--- src/rtl/pipe_hazard_ctrl.sv ---
// Hazard/sequencing controller for the 5-stage pipeline: tracks EX/MEM/WB
// destination slots and derives stalls, flushes, redirect and EX forwarding.
module pipe_hazard_fwd (
  input  logic       use_rs,
  input  logic [4:0] rs,
  input  logic       mem_wr,
  input  logic       mem_load,
  input  logic [4:0] mem_rd,
  input  logic       wb_wr,
  input  logic [4:0] wb_rd,
  output logic [1:0] sel
);
  // MEM is the younger producer, so it wins; a load in MEM has no data yet.
  always_comb begin
    sel = 2'b00;
    if (use_rs && mem_wr && !mem_load && (mem_rd == rs)) sel = 2'b01;
    else if (wb_wr && (wb_rd == rs))                    sel = 2'b10;
  end
endmodule

module pipe_hazard_ctrl #(
  parameter int CNT_W = 16
) (
  input  logic             clk,
  input  logic             reset,
  input  logic             id_valid,
  input  logic [4:0]       id_rs1,
  input  logic [4:0]       id_rs2,
  input  logic             id_use_rs1,
  input  logic             id_use_rs2,
  input  logic [4:0]       id_rd,
  input  logic             id_reg_wb,
  input  logic             id_load,
  input  logic             ex_branch_taken,
  input  logic             mem_req,
  input  logic             mem_ready,
  output logic             stall_if,
  output logic             stall_id,
  output logic             stall_ex,
  output logic             stall_mem,
  output logic             flush_id,
  output logic             flush_ex,
  output logic             redirect,
  output logic [1:0]       fwd_a,
  output logic [1:0]       fwd_b,
  output logic [1:0]       last_evt,
  output logic [CNT_W-1:0] stall_cnt,
  output logic [CNT_W-1:0] flush_cnt
);
  localparam int NUM_OPS = 2;

  typedef struct packed {
    logic       valid;
    logic [4:0] rd;
    logic       reg_wb;
    logic       load;
  } slot_t;

  typedef struct packed {
    slot_t      dst;
    logic [4:0] rs1;
    logic [4:0] rs2;
    logic       use_rs1;
    logic       use_rs2;
  } ex_slot_t;

  typedef enum logic [1:0] {
    EVT_RUN        = 2'd0,
    EVT_LOAD_STALL = 2'd1,
    EVT_MEM_WAIT   = 2'd2,
    EVT_FLUSH      = 2'd3
  } evt_t;

  ex_slot_t ex_q, id_slot;
  slot_t    mem_q;
  logic       wb_vld, wb_reg_wb;
  logic [4:0] wb_rd;

  logic ex_wr, mem_wr, wb_wr;
  logic mem_wait, flush, load_use;
  evt_t evt;

  assign ex_wr  = ex_q.dst.valid && ex_q.dst.reg_wb && (ex_q.dst.rd != 5'd0);
  assign mem_wr = mem_q.valid && mem_q.reg_wb && (mem_q.rd != 5'd0);
  assign wb_wr  = wb_vld && wb_reg_wb && (wb_rd != 5'd0);

  always_comb begin
    id_slot.dst.valid  = id_valid;
    id_slot.dst.rd     = id_rd;
    id_slot.dst.reg_wb = id_reg_wb;
    id_slot.dst.load   = id_load;
    id_slot.rs1        = id_rs1;
    id_slot.rs2        = id_rs2;
    id_slot.use_rs1    = id_use_rs1;
    id_slot.use_rs2    = id_use_rs2;
  end

  assign mem_wait = mem_req && !mem_ready;
  assign flush    = ex_branch_taken && !mem_wait;
  assign load_use = !mem_wait && !flush && id_valid && ex_q.dst.load && ex_wr &&
                    ((id_use_rs1 && (id_rs1 == ex_q.dst.rd)) ||
                     (id_use_rs2 && (id_rs2 == ex_q.dst.rd)));

  always_comb begin
    evt = EVT_RUN;
    if (mem_wait)      evt = EVT_MEM_WAIT;
    else if (flush)    evt = EVT_FLUSH;
    else if (load_use) evt = EVT_LOAD_STALL;
  end

  always_comb begin
    stall_if  = 1'b0;
    stall_id  = 1'b0;
    stall_ex  = 1'b0;
    stall_mem = 1'b0;
    flush_id  = 1'b0;
    flush_ex  = 1'b0;
    redirect  = 1'b0;
    unique case (evt)
      EVT_MEM_WAIT: begin
        stall_if  = 1'b1;
        stall_id  = 1'b1;
        stall_ex  = 1'b1;
        stall_mem = 1'b1;
      end
      EVT_FLUSH: begin
        redirect = 1'b1;
        flush_id = 1'b1;
        flush_ex = 1'b1;
      end
      EVT_LOAD_STALL: begin
        stall_if = 1'b1;
        stall_id = 1'b1;
        flush_ex = 1'b1;
      end
      default: ;
    endcase
  end

  // One forwarding lane per EX source operand.
  logic [NUM_OPS-1:0]       op_use;
  logic [NUM_OPS-1:0][4:0]  op_rs;
  logic [NUM_OPS-1:0][1:0]  op_sel;

  assign op_use = {ex_q.use_rs2, ex_q.use_rs1};
  assign op_rs  = {ex_q.rs2, ex_q.rs1};

  for (genvar g = 0; g < NUM_OPS; g++) begin : g_fwd
    pipe_hazard_fwd u_fwd (
      .use_rs   (op_use[g]),
      .rs       (op_rs[g]),
      .mem_wr   (mem_wr),
      .mem_load (mem_q.load),
      .mem_rd   (mem_q.rd),
      .wb_wr    (wb_wr),
      .wb_rd    (wb_rd),
      .sel      (op_sel[g])
    );
  end

  assign fwd_a = op_sel[0];
  assign fwd_b = op_sel[1];

  always_ff @(posedge clk) begin
    if (reset) begin
      ex_q      <= '0;
      mem_q     <= '0;
      wb_vld    <= 1'b0;
      wb_rd     <= '0;
      wb_reg_wb <= 1'b0;
      last_evt  <= EVT_RUN;
      stall_cnt <= '0;
      flush_cnt <= '0;
    end else begin
      last_evt <= evt;
      // Only a memory wait freezes the slots; every other event advances them.
      if (evt != EVT_MEM_WAIT) begin
        wb_vld    <= mem_q.valid;
        wb_rd     <= mem_q.rd;
        wb_reg_wb <= mem_q.reg_wb;
        mem_q     <= ex_q.dst;
        ex_q      <= (evt == EVT_RUN) ? id_slot : '0;
      end
      if ((evt == EVT_MEM_WAIT || evt == EVT_LOAD_STALL) && (stall_cnt != '1))
        stall_cnt <= stall_cnt + CNT_W'(1);
      if ((evt == EVT_FLUSH) && (flush_cnt != '1))
        flush_cnt <= flush_cnt + CNT_W'(1);
    end
  end
endmodule

--- config.mk ---
export PLATFORM = sky130hd
export DESIGN_NAME = pipe_hazard_ctrl
export DESIGN_NICKNAME = d
export VERILOG_FILES = /design/src/rtl/pipe_hazard_ctrl.sv
export SDC_FILE = /design/constraint.sdc
export NUM_CORES = 1
export LEC_CHECK = 0
export CAP_MARGIN = 20
export CELL_PAD_IN_SITES_DETAIL_PLACEMENT = 1
export CELL_PAD_IN_SITES_GLOBAL_PLACEMENT = 2
export CORE_MARGIN = 2
export CORE_UTILIZATION = 30
export DETAILED_ROUTE_END_ITERATION = 10
export GPL_ROUTABILITY_DRIVEN = 0
export PLACE_DENSITY_LB_ADDON = 0.2
export SKIP_CTS_REPAIR_TIMING = 1
export SYNTH_ARGS = -nofsm -noshare
export SYNTH_HDL_FRONTEND = slang
export SYNTH_SLANG_ARGS = --single-unit
--- constraint.sdc ---
create_clock -name clk -period 3.54 [get_ports clk]
set_input_delay 0.354 -clock clk [delete_from_list [all_inputs] [get_ports clk]]
set_output_delay 0.354 -clock clk [all_outputs]
set_load 0.005 [all_outputs]
# Yosys cells after proc, flatten, opt, wreduce, memory -nomap -nowiden
# Index checks and enable logic that the tools add are counted.
# classes
addsub	2
n_eq_ne	12
n_mux	12
reduce_logical	37
# op_table
cell	count
$add A16 B1 Y16 const B	2
$ne A16 B16 Y1 const B	2
$eq A5 B5 Y1	6
$logic_and A1 B1 Y1	25
$mux W20	1
$reduce_bool A5 Y1	3
$mux W2	6
$mux W1	5
$eq A2 B2 Y1 const B	2
$logic_not A1 Y1	4
$reduce_or A2 Y1	2
$eq A2 B1 Y1 const B	1
$logic_not A2 Y1	1
$logic_or A1 B1 Y1	2
$ne A2 B2 Y1 const B	1
# totals
reg_bits	69
in_bits	25
out_inout_bits	45
wordCells	81

# Depth between registers and ports, before layout
# logic_depth
depth_word	16
ltp_mapped	10
mapped_depth_nobuf	9

# By module
# Synthesis repeated with hierarchy kept, for this count alone.
# hier_totals
cells_unflattened	406
area_unflattened_um2	3293.2
# by_module_without_submodules
mod	instances	cells_each	area_per_inst_um2	seq_area_each_um2
pipe_hazard_ctrl	1	376	3032.9	1381.3
pipe_hazard_fwd	2	15	130.1	0.0

# Worst setup path after synthesis
# Ideal clock, no wire load.
# synth_path
kind	input to register
from	input mem_ready
to	register stall_cnt[13]
setup_ns	0.070
t_arrival_ns	2.971
t_required_ns	3.470
setup_slack_ns	0.498
path_stages	10
path_buffers	2
path_cell_list	nand2b_1 -> clkbuf_1 -> clkbuf_1 -> o211ai_1 -> o21a_1 -> ha_1 -> nand4_4 -> or4_4 -> or4_1 -> a21oi_1
# synth_via
elab_chain_cells	16
word_cells_on_any_way	17
classes_between	2 x eq/ne; 3 x mux; 12 x reduce/logical
# synth_lines
item	line	rtl
from (decl)	36	input logic mem_ready,
$logic_not A1 Y1 (*)	98	assign mem_wait = mem_req && !mem_ready;
$logic_and A1 B1 Y1 (*)	98	
$logic_not A1 Y1	99, 100	
$logic_and A1 B1 Y1	99	assign flush = ex_branch_taken && !mem_wait;
$logic_not A1 Y1	100	assign load_use = !mem_wait && !flush && id_valid && ex_q.dst.load && ex_wr &&
$logic_and A1 B1 Y1 (5 in series)	100	
$mux W1	108	else if (load_use) evt = EVT_LOAD_STALL;
$mux W2	107	else if (flush) evt = EVT_FLUSH;
$mux W2 (*)	106	if (mem_wait) evt = EVT_MEM_WAIT;
$eq A2 B2 Y1 or $eq A2 B1 Y1 (tied branches)	184	if ((evt == EVT_MEM_WAIT || evt == EVT_LOAD_STALL) && (stall_cnt != '1))
$logic_or A1 B1 Y1 (*)	184	
$logic_and A1 B1 Y1 (*)	184	
to (signal assigned)	185	stall_cnt <= stall_cnt + CNT_W'(1);
to (decl)	47	output logic [CNT_W-1:0] stall_cnt,
# Every way passes the cells marked *; elsewhere a longest branch is shown, timed or not.
# A chain may end at the register's enable or synchronous reset.

# Final worst setup path
# layout_path
from	input id_rs1[1]
to	output stall_id
# layout_via
elab_chain_cells	10
word_cells_on_any_way	11
classes_between	3 x eq/ne; 4 x mux; 4 x reduce/logical
# layout_lines
item	line	rtl
from (decl)	27	input logic [4:0] id_rs1,
$eq A5 B5 Y1 (*)	101	((id_use_rs1 && (id_rs1 == ex_q.dst.rd)) ||
$logic_and A1 B1 Y1 (*)	101	
$logic_or A1 B1 Y1 (*)	101	
$logic_and A1 B1 Y1 (*)	100	
$mux W1 (*)	108	
$mux W2 (*)	107	
$mux W2 (*)	106	
$eq A2 B2 Y1 or $eq A2 B1 Y1 (tied branches)	119	unique case (evt)
$reduce_or A2 Y1 (no line) (*)	n/a	
$mux W1 (*)	119	
to (decl)	38	output logic stall_id,
# Marked as above.

==> impl_results.md <==
* Max VDD drop at 0.000199 V
* Combined global-route utilization of all metal layers at 0.177
* Clock transition at the register clock pins on the worst setup and hold paths after CTS at 0.06 ns
* Total wire length at 10600 um
* Layout Skew at 0.00468 ns
* Row count at 39
* Number of antenna violations at the first check in global routing at 0
* Outcome: complete, no violations
* H-Tree Depth at 3
* Fraction of power spent switching nets at 0.233
* First-pass GRT wire length at 17800 um
* Total of max-cap violations at 0
* Detailed-route via count at 3250
* Element type at the critical path end: output port
* CTS tree: done
* Number of enable flip-flop cells after synthesis at 0
* Setup Slack @ Placement at 0.0774 ns
* CP max-delay cell: sky130_fd_sc_hd__clkdlybuf4s50_1
* Maximum count of clock buffers along a single path at 2
* Global routing usage on met2 at 0.293
* Met1 GRT Util at 0.230
* Terminus of the critical flop-to-flop path: stall_cnt[13]$_SDFFE_PP0P_
* Required time reported for the critical path endpoint at 3.19 ns
* Psw at 0.431 mW
* Vertical die dimension at 111 um
* WHS at 0.431 ns
* Top-level I/O count at 70
* DRT antenna net count at 0
* CP Cell Sequence: clkdlybuf4s50_1, xor2_1, nor4_1, a32oi_1, o21a_1, ha_1, buf_4, clkdlybuf4s50_1
* Number of diodes at 0
* Critical path data arrival time at 2.79 ns
* Placed wire-length estimate at 7350 um
* Worst-case headroom to the max-slew limit at 0.447
* Critical path class: in2out
* Total power density per cell area at 409 nW/um^2
* Buffer cell driving the clock tree root: sky130_fd_sc_hd__clkbuf_16
* Sum of negative setup slack at 0 ns
* Sequential share of the synthesized area at 0.403
* Tightest Hold Check Type: in2reg
* Count of warnings emitted by yosys at 0
* Synthesized area at 3420 um^2
* Critical path launch point type: input port
* Share of layout cells above drive strength 1 at 0.0830
* Max Transition Viols Final at 0
* Number of nets at the end of the flow at 506
* Slew at the pin with the worst max-slew slack at 0.830 ns
* Worst Hold End: flush_cnt[13]$_SDFFE_PP0P_
* Busiest grt layer: met2
* Portion of total power attributed to the clock network at 0.468
* Worst-Skew Late Latency at 0.33 ns
* Violation count after the first detailed-route iteration at 115
* RSZ-0062 raised after global routing: false
* Initial Utilization at 0.304
* Synthesized net count at 445
* Flop and latch count out of synthesis at 69
* Most Frequent Cell on Critical Path: sky130_fd_sc_hd__clkdlybuf4s50_1
* Count of distinct cell types in the synthesized netlist at 48
* Syn Inst Count at 417
* Clock buffers created by TritonCTS at 9
* Area enclosed by the die boundary at 12300 um^2
* Worst Hold Launch: reset
* Core region area at 11300 um^2
* Reg-to-reg startpoint: ex_q[17]$_SDFFE_PP0N_
* Maximum fanout along the worst path at 6
* Worst reg-to-reg setup slack at 0.47 ns
* Total grt overflow at 0
* First drt pass iteration count at 4
* Number of global-route vias before repair at 3481
* Hold Vio Cnt, Final at 0
* Met3 Usage GRT at 0.0355
* Reg2Reg Depth at 9
* Part of the cycle the worst path needs at 0.888
* Minimum clock period after layout at 3.14 ns
* Worst path max stage delay at 0.52 ns
* DRC violations left at 0
* Power share of the combinational group at 0.091
* Die outline width at 111 um
* Leak Pwr at 1.54 nW
* Crit path setup slack, layout at 0.395 ns
* Peak Freq at 0.318 GHz
* Maximum number of pins on one net before global-route repair at 76
* Mean Syn Cell Area at 8.21 um^2
* Internal power of the cells at 1.42 mW
* Final core utilization at 0.400
* # port buffers at 69
* Final setup fails at 0
* Average wire length per cell after detail routing at 17.0 um
* Number of vias per cell after detailed routing at 5.20
* Sequential group share of total power at 0.441
* Area growth from synthesis to final layout at 31.8%
* CTS Sinks at 69
* Cell count of the worst hold path at 3
* Share of flip-flops with an asynchronous set or reset at 0
* Leading register cell type out of synthesis: sky130_fd_sc_hd__dfxtp_1
==> flip-flops by register name (all words and copies together) (netlist names) <==
signal / cells
ex_q: 20
flush_cnt: 16
stall_cnt: 16
mem_q: 8
wb_rd: 5
last_evt: 2
wb_reg_wb: 1
wb_vld: 1
==> per-stage QoR <==
| step | power (mW) | instance area, um^2 | cells |
|---|---|---|---|
| floorplan | 0.912 | 3420 | 417 |
| global placement | 0.999 | 4240 | 610 |
| detailed placement | 1.00 | 4240 | 610 |
| CTS | 1.87 | 4510 | 625 |
| global route | 1.93 | 4510 | 625 |
| finish | 1.85 | 4510 | 625 |
==> critical path: cells and delay by family <==
| family | cells | cell delay [ns] |
|---|---|---|
| buffers and inverters | 3 | 1.15 |
| AOI/OAI and AO/OA | 2 | 0.45 |
| and+or+nand+nor | 1 | 0.34 |
| adders and majority gates | 1 | 0.33 |
| xor gates and xnor gates | 1 | 0.17 |
==> power groups by stage <==
stage | clock network (mW) | registers (mW) | logic, mW
2_1_floorplan | 0 | 0.825 | 0.0871
3_3_place_gp | 0 | 0.831 | 0.168
3_5_place_dp | 0 | 0.831 | 0.169
4_1_cts | 0.887 | 0.814 | 0.171
5_1_grt | 0.925 | 0.817 | 0.186
6_report | 0.864 | 0.814 | 0.168
==> layer usage <==
| metal | wire length, um | vias to the layer above |
|---|---|---|
| met5 | 0 | - |
| met4 | 155 | 0 |
| li1 | - | 1628 |
| met1 | 5020 | 1552 |
| met2 | 5000 | 57 |
| met3 | 420 | 13 |
==> how the worst max path moves through the flow <==
stage,slack [ns],end,start
2_1_floorplan,0.50,stall_cnt[13]$_SDFFE_PP0P_,mem_ready
3_3_place_gp,0.14,stall_cnt[13]$_SDFFE_PP0P_,id_rs2[4]
3_5_place_dp,0.08,stall_cnt[13]$_SDFFE_PP0P_,id_rs1[1]
5_1_grt,0.18,stall_cnt[13]$_SDFFE_PP0P_,ex_q[17]$_SDFFE_PP0N_
6_report,0.40,stall_id,id_rs1[1]
4_1_cts,0.37,stall_id,id_rs1[1]
==> cells in the mapped netlist, types with 3 or more instances <==
library cell	instances	share of area
sky130_fd_sc_hd__dfxtp_1	69	0.40
sky130_fd_sc_hd__nand2_1	67	0.073
sky130_fd_sc_hd__a21oi_1	56	0.082
sky130_fd_sc_hd__nand3_1	31	0.045
sky130_fd_sc_hd__xor2_1	16	0.041
sky130_fd_sc_hd__nor2_1	15	0.016
sky130_fd_sc_hd__clkbuf_1	14	0.015
sky130_fd_sc_hd__xnor2_1	14	0.036
sky130_fd_sc_hd__or4_1	13	0.028
sky130_fd_sc_hd__o31ai_1	11	0.024
sky130_fd_sc_hd__mux2_2	9	0.030
sky130_fd_sc_hd__nand4_1	9	0.016
sky130_fd_sc_hd__buf_1	8	0.0088
sky130_fd_sc_hd__nor2b_1	8	0.015
sky130_fd_sc_hd__nor4_1	7	0.013
sky130_fd_sc_hd__inv_1	6	0.0066
sky130_fd_sc_hd__nor3_1	5	0.0073
sky130_fd_sc_hd__o21ai_0	5	0.0073
sky130_fd_sc_hd__buf_4	4	0.0088
sky130_fd_sc_hd__o41ai_1	4	0.010
sky130_fd_sc_hd__or3_1	4	0.0073
sky130_fd_sc_hd__a211oi_1	3	0.0066
sky130_fd_sc_hd__and3_1	3	0.0055
sky130_fd_sc_hd__and4_1	3	0.0077
sky130_fd_sc_hd__ha_1	3	0.011
sky130_fd_sc_hd__or4_2	3	0.0077
==> cells by family after synthesis <==
kind of cell / share of synthesized area
adders and majority gates: 0.0110
muxes: 0.0325
xor gates and xnor gates: 0.0767
DFF: 0.403
and+or+nand+nor: 0.274
AOI/OAI and AO/OA: 0.161
buffers and inverters: 0.0420
==> layout by cell type (no fill, tap or decap), drive strengths merged, types with 3 or more instances in the layout <==
master and instances:
o31ai 11, o41ai 4, clkdlybuf4s50 68, dfxtp 69, and3 3, nor3 6, nor2 15, nand4 11
mux2 9, nor2b 8, buf 9, xnor2 14, nand3 31, or3 6, o21ai 5, clkbuf 13
a21oi 56, inv 7, ha 3, and4 3, nor4 7, nand2 67, a211oi 3, xor2 16
or4 17
==> cell type report <==
type                    instances  area, um^2
fillers                      1339        6760
multi-input cells             314        1910
flip-flops and latches         69        1380
repair buffers                 77         746
clock buffers                  13         240
well taps                     143         179
clock inverters                 2        35.0
inverters                       7        26.3
Power figures use the tool's default switching activity.
